### src/rtl/dmem_print_uart_if.sv
// Print-port bundle between the data memory dump logic and the rest of the core.
// master: core/DMem side, slave: the dump engine.
interface dmem_print_uart_if;
    logic       start;
    logic [7:0] print_data;
    logic       print_en;
    logic [3:0] print_addr;
    logic       tx;
    logic       busy;
    logic       done;

    modport master (
        output start,
        output print_data,
        input  print_en,
        input  print_addr,
        input  tx,
        input  busy,
        input  done
    );

    modport slave (
        input  start,
        input  print_data,
        output print_en,
        output print_addr,
        output tx,
        output busy,
        output done
    );
endinterface

### src/rtl/dmem_print_uart.sv
// Dumps DMem bytes 0..NUM_WORDS-1 through the print port as 8N1 UART frames.
// Every output is a register loaded from the current state, so it trails the FSM by one cycle.
module dmem_print_uart #(
    parameter int CLKS_PER_BIT = 16,
    parameter int NUM_WORDS    = 16
) (
    input logic              clk,
    input logic              rst,
    dmem_print_uart_if.slave bus
);

    localparam int              BW        = $clog2(CLKS_PER_BIT);
    localparam logic [BW-1:0]   BAUD_LAST = BW'(CLKS_PER_BIT - 1);
    localparam logic [3:0]      IDX_LAST  = 4'(NUM_WORDS - 1);

    typedef enum logic [2:0] {IDLE, FETCH, START, DATA, STOP, DONE} state_e;

    state_e        state_q, state_d;
    logic [BW-1:0] baud_q, baud_d;
    logic [2:0]    bit_q, bit_d;
    logic [3:0]    idx_q, idx_d;
    logic [7:0]    shift_q, shift_d;
    logic          tx_q, tx_d;
    logic          busy_q, busy_d;
    logic          done_q, done_d;
    logic          pe_q, pe_d;
    logic [3:0]    addr_q, addr_d;
    logic          baud_wrap;

    assign baud_wrap = (baud_q == BAUD_LAST);

    always_ff @(posedge clk) begin
        if (rst) begin
            state_q <= IDLE;
            baud_q  <= '0;
            bit_q   <= '0;
            idx_q   <= '0;
            shift_q <= '0;
            tx_q    <= 1'b1;
            busy_q  <= 1'b0;
            done_q  <= 1'b0;
            pe_q    <= 1'b0;
            addr_q  <= '0;
        end else begin
            state_q <= state_d;
            baud_q  <= baud_d;
            bit_q   <= bit_d;
            idx_q   <= idx_d;
            shift_q <= shift_d;
            tx_q    <= tx_d;
            busy_q  <= busy_d;
            done_q  <= done_d;
            pe_q    <= pe_d;
            addr_q  <= addr_d;
        end
    end

    always_comb begin
        state_d = state_q;
        baud_d  = '0;
        bit_d   = bit_q;
        idx_d   = idx_q;
        shift_d = shift_q;
        unique case (state_q)
            IDLE: begin
                idx_d = '0;
                bit_d = '0;
                if (bus.start) state_d = FETCH;
            end
            FETCH: state_d = START;
            START: begin
                // print_addr became valid on the previous edge; capture the byte
                // at the edge that closes the visible print_en cycle.
                if (baud_q == '0) shift_d = bus.print_data;
                baud_d = baud_wrap ? '0 : baud_q + BW'(1);
                if (baud_wrap) begin
                    state_d = DATA;
                    bit_d   = '0;
                end
            end
            DATA: begin
                baud_d = baud_wrap ? '0 : baud_q + BW'(1);
                if (baud_wrap) begin
                    shift_d = {1'b0, shift_q[7:1]};
                    bit_d   = bit_q + 3'd1;
                    if (bit_q == 3'd7) state_d = STOP;
                end
            end
            STOP: begin
                baud_d = baud_wrap ? '0 : baud_q + BW'(1);
                if (baud_wrap) begin
                    if (idx_q == IDX_LAST) begin
                        state_d = DONE;
                    end else begin
                        idx_d   = idx_q + 4'd1;
                        state_d = FETCH;
                    end
                end
            end
            DONE: state_d = IDLE;
            default: state_d = IDLE;
        endcase
    end

    always_comb begin
        tx_d   = 1'b1;
        busy_d = 1'b0;
        done_d = 1'b0;
        pe_d   = 1'b0;
        addr_d = addr_q;
        unique case (state_q)
            FETCH: begin
                pe_d   = 1'b1;
                addr_d = idx_q;
                busy_d = 1'b1;
            end
            START: begin
                tx_d   = 1'b0;
                busy_d = 1'b1;
            end
            DATA: begin
                tx_d   = shift_q[0];
                busy_d = 1'b1;
            end
            STOP: busy_d = 1'b1;
            DONE: begin
                done_d = 1'b1;
                addr_d = '0;
            end
            default: ;
        endcase
    end

    assign bus.tx         = tx_q;
    assign bus.busy       = busy_q;
    assign bus.done       = done_q;
    assign bus.print_en   = pe_q;
    assign bus.print_addr = addr_q;

endmodule

### src/flat_wrapper.sv
// flat-port wrapper written by rule: the top's interface ports become plain ports
module dmem_print_uart_flat 
#(
    parameter int CLKS_PER_BIT = 16,
    parameter int NUM_WORDS    = 16
)
  (clk, rst, bus_start, bus_print_data, bus_print_en, bus_print_addr, bus_tx, bus_busy, bus_done);
  dmem_print_uart_if bus_i ();
  input logic clk;
  input logic rst;
  input wire logic [$bits(bus_i.start)-1:0] bus_start;
  input wire logic [$bits(bus_i.print_data)-1:0] bus_print_data;
  output wire logic [$bits(bus_i.print_en)-1:0] bus_print_en;
  output wire logic [$bits(bus_i.print_addr)-1:0] bus_print_addr;
  output wire logic [$bits(bus_i.tx)-1:0] bus_tx;
  output wire logic [$bits(bus_i.busy)-1:0] bus_busy;
  output wire logic [$bits(bus_i.done)-1:0] bus_done;
  assign bus_i.start = bus_start;
  assign bus_i.print_data = bus_print_data;
  assign bus_print_en = bus_i.print_en;
  assign bus_print_addr = bus_i.print_addr;
  assign bus_tx = bus_i.tx;
  assign bus_busy = bus_i.busy;
  assign bus_done = bus_i.done;
  dmem_print_uart #(.CLKS_PER_BIT(CLKS_PER_BIT), .NUM_WORDS(NUM_WORDS)) u_core (.clk(clk), .rst(rst), .bus(bus_i));
endmodule
### config.mk
export PLATFORM = sky130hd
export DESIGN_NAME = dmem_print_uart_flat
export DESIGN_NICKNAME = d
export VERILOG_FILES = /design/src/rtl/dmem_print_uart_if.sv /design/src/rtl/dmem_print_uart.sv /design/src/flat_wrapper.sv
export SDC_FILE = /design/constraint.sdc
export NUM_CORES = 1
export LEC_CHECK = 0
export ABC_AREA = 1
export CORE_MARGIN = 1
export CORE_UTILIZATION = 45
export DETAILED_ROUTE_END_ITERATION = 10
export GPL_ROUTABILITY_DRIVEN = 0
export GPL_TIMING_DRIVEN = 0
export PLACE_DENSITY = 0.63
export SLEW_MARGIN = 20
export SYNTH_ARGS = -nofsm -noshare
export SYNTH_HDL_FRONTEND = slang
export SYNTH_SLANG_ARGS = --single-unit
### constraint.sdc
create_clock -name clk -period 1.8 [get_ports clk]
set_input_delay 0.27 -clock clk [delete_from_list [all_inputs] [get_ports clk]]
set_output_delay 0.27 -clock clk [all_outputs]
set_load 0.1 [all_outputs]
* Word level (Yosys, flattened, before mapping) *
Index checks and enable logic that the tools add are counted.

cells by class
  reduce and logical (&&, ||, !) cells = 13
  bitwise operators = 1
  eq/ne operators = 15
  add/subtract/negate cells = 3
  muxes and demuxes = 21

operator list
  cell                                            number
  two-way mux 3 bit                               8
  two-way mux 8 bit                               2
  case mux 4 bit (2 select lines)                 2
  case mux 8 bit (2 select lines)                 1
  case mux 3 bit (5 select lines)                 1
  != test 2 x 1 -> 1 bit (second input constant)  5
  == test 3 bit (second input constant)           3
  case mux 3 bit (3 select lines)                 1
  AND reduction 3 bit                             3
  adder 4 x 1 -> 4 bit (second input constant)    2
  == test 4 bit (second input constant)           2
  two-way mux 4 bit                               2
  == test 3 x 2 -> 1 bit (second input constant)  2
  nonzero test 2 bit                              3
  OR reduction 3 bit                              2
  AND reduction 5 bit                             1
  logical NOT 4 bit                               1
  != test 2 bit (second input constant)           2
  OR reduction 4 bit                              1
  adder 3 x 1 -> 3 bit (second input constant)    1
  == test 3 x 1 -> 1 bit (second input constant)  1
  logical NOT 3 bit                               1
  two-way mux 1 bit                               3
  nonzero test 3 bit                              1
  2 further kinds                                 2

word-level totals
  output and inout bits = 8
  register bits after elaboration = 30
  word-level logic and storage cells = 63
  bits of input ports = 11

* Depth between registers and ports, before layout *
Gate-level depths: netlist of the first run.

  word-level depth = 4
  gate-level depth with buffers = 9
  depth with buffers taken out = 9

* Worst setup path before layout of the first run *
OpenSTA, ideal clock, no wires.

  kind = register to register
  start point = register u_core.baud_q[0]
  end point = register u_core.shift_q[0]
  setup time = 0.113 ns
  path buffers = 1
  slack = 0.541 ns
  arrival time = 1.146 ns
  stages on the path, launching flop included = 8
  required time = 1.687 ns
  period minus slack after synthesis = 1.259 ns
  path through = dfxtp_1 ha_1 nand3_2 nand2_1 nand3_2 buf_6 nor2_1 nor2_1

on the way
  longest elaborated chain between the ends = 3
  elaborated cells between the ends (all ways) = 5
  classes of those cells = 3 x eq/ne; 2 x reduce/logical

RTL lines
  what                                                       line                                          RTL
  from (decl)                                                dmem_print_uart.sv:19                         logic [BW-1:0] baud_q, baud_d;
  from (signal assigned)                                     dmem_print_uart.sv:46                         baud_q <= baud_d;
  == test 4 bit / logical NOT 4 bit (equally long branches)  dmem_print_uart.sv:30, dmem_print_uart.sv:74
  != test 2 x 1 -> 1 bit (no source line)                    n/a
  AND reduction 3 bit (no source line) *                     n/a
  to (signal assigned)                                       dmem_print_uart.sv:49                         shift_q <= shift_d;
  to (decl)                                                  dmem_print_uart.sv:22                         logic [7:0] shift_q, shift_d;

Every way passes the cells marked *; elsewhere a longest branch is shown, timed or not.
A chain may end at the register's enable or synchronous reset.

* Final worst setup path of the first run *
  start point = register u_core.tx_q (netlist: u_core.bus.tx)
  end point = output bus_tx

RTL lines
  what                    line                   RTL
  from (decl)             dmem_print_uart.sv:23  logic tx_q, tx_d;
  from (signal assigned)  dmem_print_uart.sv:50  tx_q <= tx_d;
  to (decl)               flat_wrapper.sv:15     output wire logic [$bits(bus_i.tx)-1:0] bus_tx;

No word-level cell between the ends.

==> flow_metrics.tcl, run 1 <==
set metrics [dict create \
    status "completed" \
    arrival_ns 1.48 \
    crit_required_ns 1.53 \
    ys_warn_count 0 \
    worst-setup-path-type "flip-flop to output pin" \
    vias 1246 \
    cts_tree "done" \
    cts.sink_count 30 \
    grt_max_degree 11 \
    multi_input_area_um2 713.2 \
    hold_buffers 0 \
    ff_latch_area_um2 600.6 \
    die_y_um 58.43 \
    finalSetupViolations 0 \
    rr_worst_depth 7 \
    netlist_area_um2 1433 \
    die_area_um2 3413 \
    fin_nets 246 \
    crit_buf_inv 1 \
    drive_above_1_share 0.1429 \
    slew_headroom 0.3705 \
    cts_max_path_buffers 2 \
    hold_viol_final 0 \
    min_path_type "flip-flop to flip-flop" \
    cp.depth 1 \
    path_max_fanout 1 \
    wl_per_cell_um 10.10 \
    holdWs_ns 0.4623 \
    whs_path_depth 2 \
    grt_pass1_wl_um 4657 \
    cts_root_buf "clkbuf_4" \
    ys_seq_elements 30 \
    fin_tns_setup_ns 0 \
    slew_violations 0 \
    drt_iter0_markers 66 \
    post-route-util 0.5669 \
    final_cell_mix "58 x nand2_1, 39 x nor2_1, 30 x dfxtp_1, 18 x inv_1, 12 x nand3_1" \
    power-per-cell-area_nw_per_um2 1442 \
    yosysSeqAreaShare 0.4192 \
    routed_wl_um 2778 \
    synth_area_leaders "dfxtp_1 42%, nand2_1 15%, nor2_1 10%" \
    path_cells "dlygate4sd2_1" \
    end_kind "output pin" \
    gr-total-overflow 0 \
    placed_area_um2 1668 \
    postSynthNetCount 221 \
    max_freq_ghz 0.5714 \
    cap_viol_max_count 0 \
    final_cell_area_um2 1717 \
    grt_antenna_before_repair 0 \
    grt_pass1_vias 1111 \
    rsz0062_at_grt "no" \
    critPathMaxStageDelay_ns 0.84 \
    synth_area_leader_cell "dfxtp_1" \
    drtAntennaViolNets 0 \
    synthToLayoutAreaGrowth_pct 19.83 \
    initial_core_util 0.4731 \
    rows 20 \
    syn_avg_cell_area_um2 6.988 \
    vias_per_cell 4.531 \
    clk_pin_slew_ns 0.09 \
    clock_latency_ns 0.34 \
    min_period_over_period 0.9723 \
    final_common_cell "nand2_1" \
    synthCells 205 \
    post-route-min-period_ns 1.750 \
    n_antenna_cell 0 \
    slowest_stage "dlygate4sd2_1" \
    drc 0 \
    numCtsBuffers 5 \
    critPathLaunchType "flip-flop" \
    fp.coreArea_um2 3028 \
    hpwl_um 2033 \
    pin_count 19 \
    drt_pass1_iterations 4 \
    n_fill_cell 298 \
    vdd.ir_drop.worst_mv 0.6122 \
    io_buffers 18 \
    cpLargestDelayFamily "buffers and inverters" \
    worst_pin_slew_ns 0.9481 \
    die_w_um 58.43 \
    ys_types 23 \
    htree_levels 2 \
    track_usage 0.1826 \
    finalClockSkew_ns 0.01821 \
    synth_top_area_share 0.4192 \
    p_leak_nw 0.7949 \
]
==> synthesized netlist by cell type <==
library cell and n:
a21oi_1 6, buf_2 2, buf_6 2, clkbuf_1 1, dfxtp_1 30, ha_1 5
inv_1 18, inv_2 4, nand2_1 58, nand2_2 2, nand3_1 12, nand3_2 2
nand4_1 1, nor2_1 39, nor2_2 4, nor2_4 2, nor3_1 1, o211ai_1 1
o21ai_0 5, o21ai_1 4, o21ai_2 3, xnor2_1 1, xor2_1 2
==> state kept, by name (all words and copies together), names as in the netlist <==
signal	cells
u_core.shift_q	8
u_core.bus.print_en	1
u_core.bus.done	1
u_core.bus.tx	1
u_core.state_q	3
u_core.bus.busy	1
u_core.bus.print_addr	4
u_core.baud_q	4
u_core.idx_q	4
u_core.bit_q	3
==> metal layers <==
layer  GRT usage  routed length, um
met2      0.2824               1231
met3     0.05934                102
met1      0.2369               1406
met5           0                  0
met4     0.07143                 38
==> timing repair <==
item	in CTS	in global routing
setup buffers	0	0
endpoints found under the hold margin	0	0
setup endpoints to repair	8	6
gates resized for setup	13	6
==> through the flow <==
step                      instances  worst slack [ns]  total power (W)
after global routing            275          0.003644         0.002658
after detailed placement        267           0.05520         0.002076
after CTS                       275          0.005325         0.002490
after floorplan                 205            0.5411         0.001837
final                           275           0.04980         0.002475
after global placement          267           0.08263         0.002044
==> final timing paths <==
| kind | from | end | slack (ns) |
|---|---|---|---|
| worst min-delay path | u_core.shift_q[7] | u_core.shift_q[7] | 0.46 |
| worst min register to register | u_core.shift_q[7] | u_core.shift_q[7] | 0.46 |
| worst max register to register | u_core.baud_q[0] | u_core.shift_q[0] | 0.33 |
| worst max-delay path | u_core.bus.tx | bus_tx | 0.05 |
==> layout make-up <==
type                            count  area share
Tap cell                           44     0.03207
Clock inverter                      2    0.007289
Sequential cell                    30      0.3499
Multi-Input combinational cell    148      0.4155
Clock buffer                        6     0.02988
Buffer                              5     0.02114
Inverter                           22     0.04810
Timing Repair Buffer               18     0.09621
==> report_power, final <==
| group | internal, W | switching, W |
|---|---|---|
| logic | 0.000329 | 0.000780 |
| registers | 0.000827 | 0.000105 |
| clock network | 0.000188 | 0.000246 |
| total | 0.00134 | 0.00113 |
==> cell families after synthesis <==
kind of cell | count (synthesis) | share of synthesized area
flops | 30 | 0.4192
simple gates | 121 | 0.3598
fa+ha+maj | 5 | 0.04367
compound gates | 19 | 0.07599
buf+inv | 27 | 0.08296
xor+xnor | 3 | 0.01834
Power figures use the tool's default switching activity.
==> run 2, diff against run 1 <==
--- a/config.mk
+++ b/config.mk
@@ -6,6 +6,7 @@
 export NUM_CORES = 1
 export LEC_CHECK = 0
 export ABC_AREA = 1
+export CAP_MARGIN = 20
 export CORE_MARGIN = 1
 export CORE_UTILIZATION = 45
 export DETAILED_ROUTE_END_ITERATION = 10
==> constraint.sdc (replaced) <==
create_clock -name clk -period 2.1 [get_ports clk]
set_input_delay 0.315 -clock clk [delete_from_list [all_inputs] [get_ports clk]]
set_output_delay 0.315 -clock clk [all_outputs]
set_load 0.1 [all_outputs]
==> flow_metrics.tcl, run 2 (synthesis results as in run 1) <==
set metrics [dict create \
    power-per-cell-area_nw_per_um2 1230 \
    io_buffers 18 \
    cts_setup_buffers 0 \
    cts_root_buf "clkbuf_4" \
    clkPwrFrac 0.175 \
    slew_violations 0 \
    path_cells "dlygate4sd2_1" \
    min_path_type "flip-flop to flip-flop" \
    crit_buf_inv 1 \
    status "completed" \
    drt_pass1_iterations 4 \
    final_cell_mix "58 x nand2_1, 39 x nor2_1, 30 x dfxtp_1, 18 x inv_1, 12 x nand3_1" \
    p_int_w 0.001153 \
    rsz0062_at_grt "no" \
    p_leak_nw 0.8218 \
    grt_antenna_before_repair 0 \
    swShare 0.4566 \
    die_y_um 58.43 \
    ff_latch_area_um2 600.6 \
    crit_end "bus_print_addr[1]" \
    drt_iter0_markers 62 \
    postLayoutSetupSlackWorst_ns 0.2309 \
    hold_viol_final 0 \
    finalClockSkew_ns 0.01821 \
    slowest_stage "dlygate4sd2_1" \
    wl_per_cell_um 10.11 \
    cpLargestDelayFamily "buffers and inverters" \
    multi_input_area_um2 713.2 \
    largest_reg_flops 8 \
    cap_viol_max_count 0 \
    die_w_um 58.43 \
    holdWs_ns 0.4623 \
    rr_worst_depth 7 \
    clock_latency_ns 0.34 \
    drtAntennaViolNets 0 \
    vias 1246 \
    place_ws_ns 0.3102 \
    min_period_over_period 0.8900 \
    arrival_ns 1.55 \
    clk_pin_slew_ns 0.10 \
    drive_above_1_share 0.1255 \
    pin_count 19 \
    slew_headroom 0.3595 \
    r2r-start "u_core.baud_q[0]" \
    numCtsBuffers 5 \
    reg2reg_to "u_core.shift_q[0]" \
    drc 0 \
    finalPower_w 0.002121 \
    n_antenna_cell 0 \
    max_freq_ghz 0.5350 \
    cp.depth 1 \
    vdd.ir_drop.worst_mv 0.5287 \
    critPathLaunchType "flip-flop" \
    grt_pass1_vias 1111 \
    initial_core_util 0.4731 \
    post-route-util 0.5698 \
    p_switching_w 0.0009686 \
    sequentialPowerShare 0.376 \
    worst_pin_slew_ns 0.9591 \
    n_fill_cell 300 \
    grt_pass1_wl_um 4657 \
    die_area_um2 3413 \
    worst-setup-path-type "flip-flop to output pin" \
    synthToLayoutAreaGrowth_pct 20.44 \
    critPathLaunch "u_core.bus.print_addr[1]" \
    crit_required_ns 1.78 \
    cts_tree "done" \
    fp.coreArea_um2 3028 \
    finalSetupViolations 0 \
    gr-total-overflow 0 \
    rows 20 \
    fin_nets 246 \
    regToRegSetupSlack_ns 0.63 \
    cts.sink_count 30 \
    cts_max_path_buffers 2 \
    final_common_cell "nand2_1" \
    post-route-min-period_ns 1.869 \
    grt_max_degree 11 \
    track_usage 0.1826 \
    fin_tns_setup_ns 0 \
    top_register "u_core.shift_q" \
    end_kind "output pin" \
    hpwl_um 2033 \
    htree_levels 2 \
    pwr-share-comb 0.449 \
    routed_wl_um 2779 \
    path_max_fanout 2 \
    vias_per_cell 4.531 \
    critPathMaxStageDelay_ns 0.86 \
]
-- run 2: cell count changes in the layout (fill, tap and decap cells not counted), sizes merged --
cell           previous run  this run
clkdlybuf4s15             4         0
clkbuf                   10         7
dlymetal6s2s              0         1
dlygate4sd2               1         7
-- run 2: routing by layer --
metal	vias to the layer above	wire length, um	global-route usage
met2	21	1231	0.2824
met4	0	38	0.07143
met5	-	0	0
met1	538	1406	0.2369
met3	4	103	0.05934
li1	683	-	-
-- run 2: through the flow --
step                cells  instance area [um^2]
finish                275                  1725
global route          275                  1725
CTS                   275                  1723
detailed placement    267                  1668
global placement      267                  1668
floorplan             205                  1433
-- run 2: repair_timing --
item,in CTS,in global routing
hold buffers,0,0
resized for setup,7,1
endpoints found under the setup margin,7,1
-- run 2: how the worst min path moves through the flow --
| stage | slack [ns] | end | depth (start not counted) | startpoint |
|---|---|---|---|---|
| floorplan | 0.38 | u_core.bit_q[1] | 1 | rst |
| global route | 0.49 | u_core.shift_q[7] | 2 | u_core.shift_q[7] |
| global placement | 0.45 | u_core.baud_q[0] | 1 | u_core.baud_q[0] |
| finish | 0.46 | u_core.shift_q[7] | 2 | u_core.shift_q[7] |
| CTS | 0.47 | u_core.shift_q[7] | 2 | u_core.shift_q[7] |
| detailed placement | 0.45 | u_core.shift_q[7] | 2 | u_core.shift_q[7] |
-- run 2: layout make-up --
class                   count  area share
multi-input cells         148      0.4133
flip-flops and latches     30      0.3481
repair buffers             18      0.1008
inverters                  22     0.04786
well taps                  44     0.03191
clock buffers               6     0.02973
plain buffers               5     0.02103
clock inverters             2    0.007252
-- run 2: power groups by stage --
stage | registers, W | logic, W | clock network (W)
2_1_floorplan | 0.000989 | 0.000585 | 0
3_3_place_gp | 0.000806 | 0.000947 | 0
3_5_place_dp | 0.000814 | 0.000965 | 0
4_1_cts | 0.000800 | 0.000955 | 0.000381
5_1_grt | 0.000816 | 0.00106 | 0.000401
6_report | 0.000798 | 0.000952 | 0.000371
==> run 3, diff against run 2 <==
--- a/config.mk
+++ b/config.mk
@@ -10,7 +10,6 @@
 export CORE_MARGIN = 1
 export CORE_UTILIZATION = 45
 export DETAILED_ROUTE_END_ITERATION = 10
-export GPL_ROUTABILITY_DRIVEN = 0
 export GPL_TIMING_DRIVEN = 0
 export PLACE_DENSITY = 0.63
 export SLEW_MARGIN = 20
==> results of run 3 <==
Same layout as run 2: the final DEF is identical, and so are final timing and power.
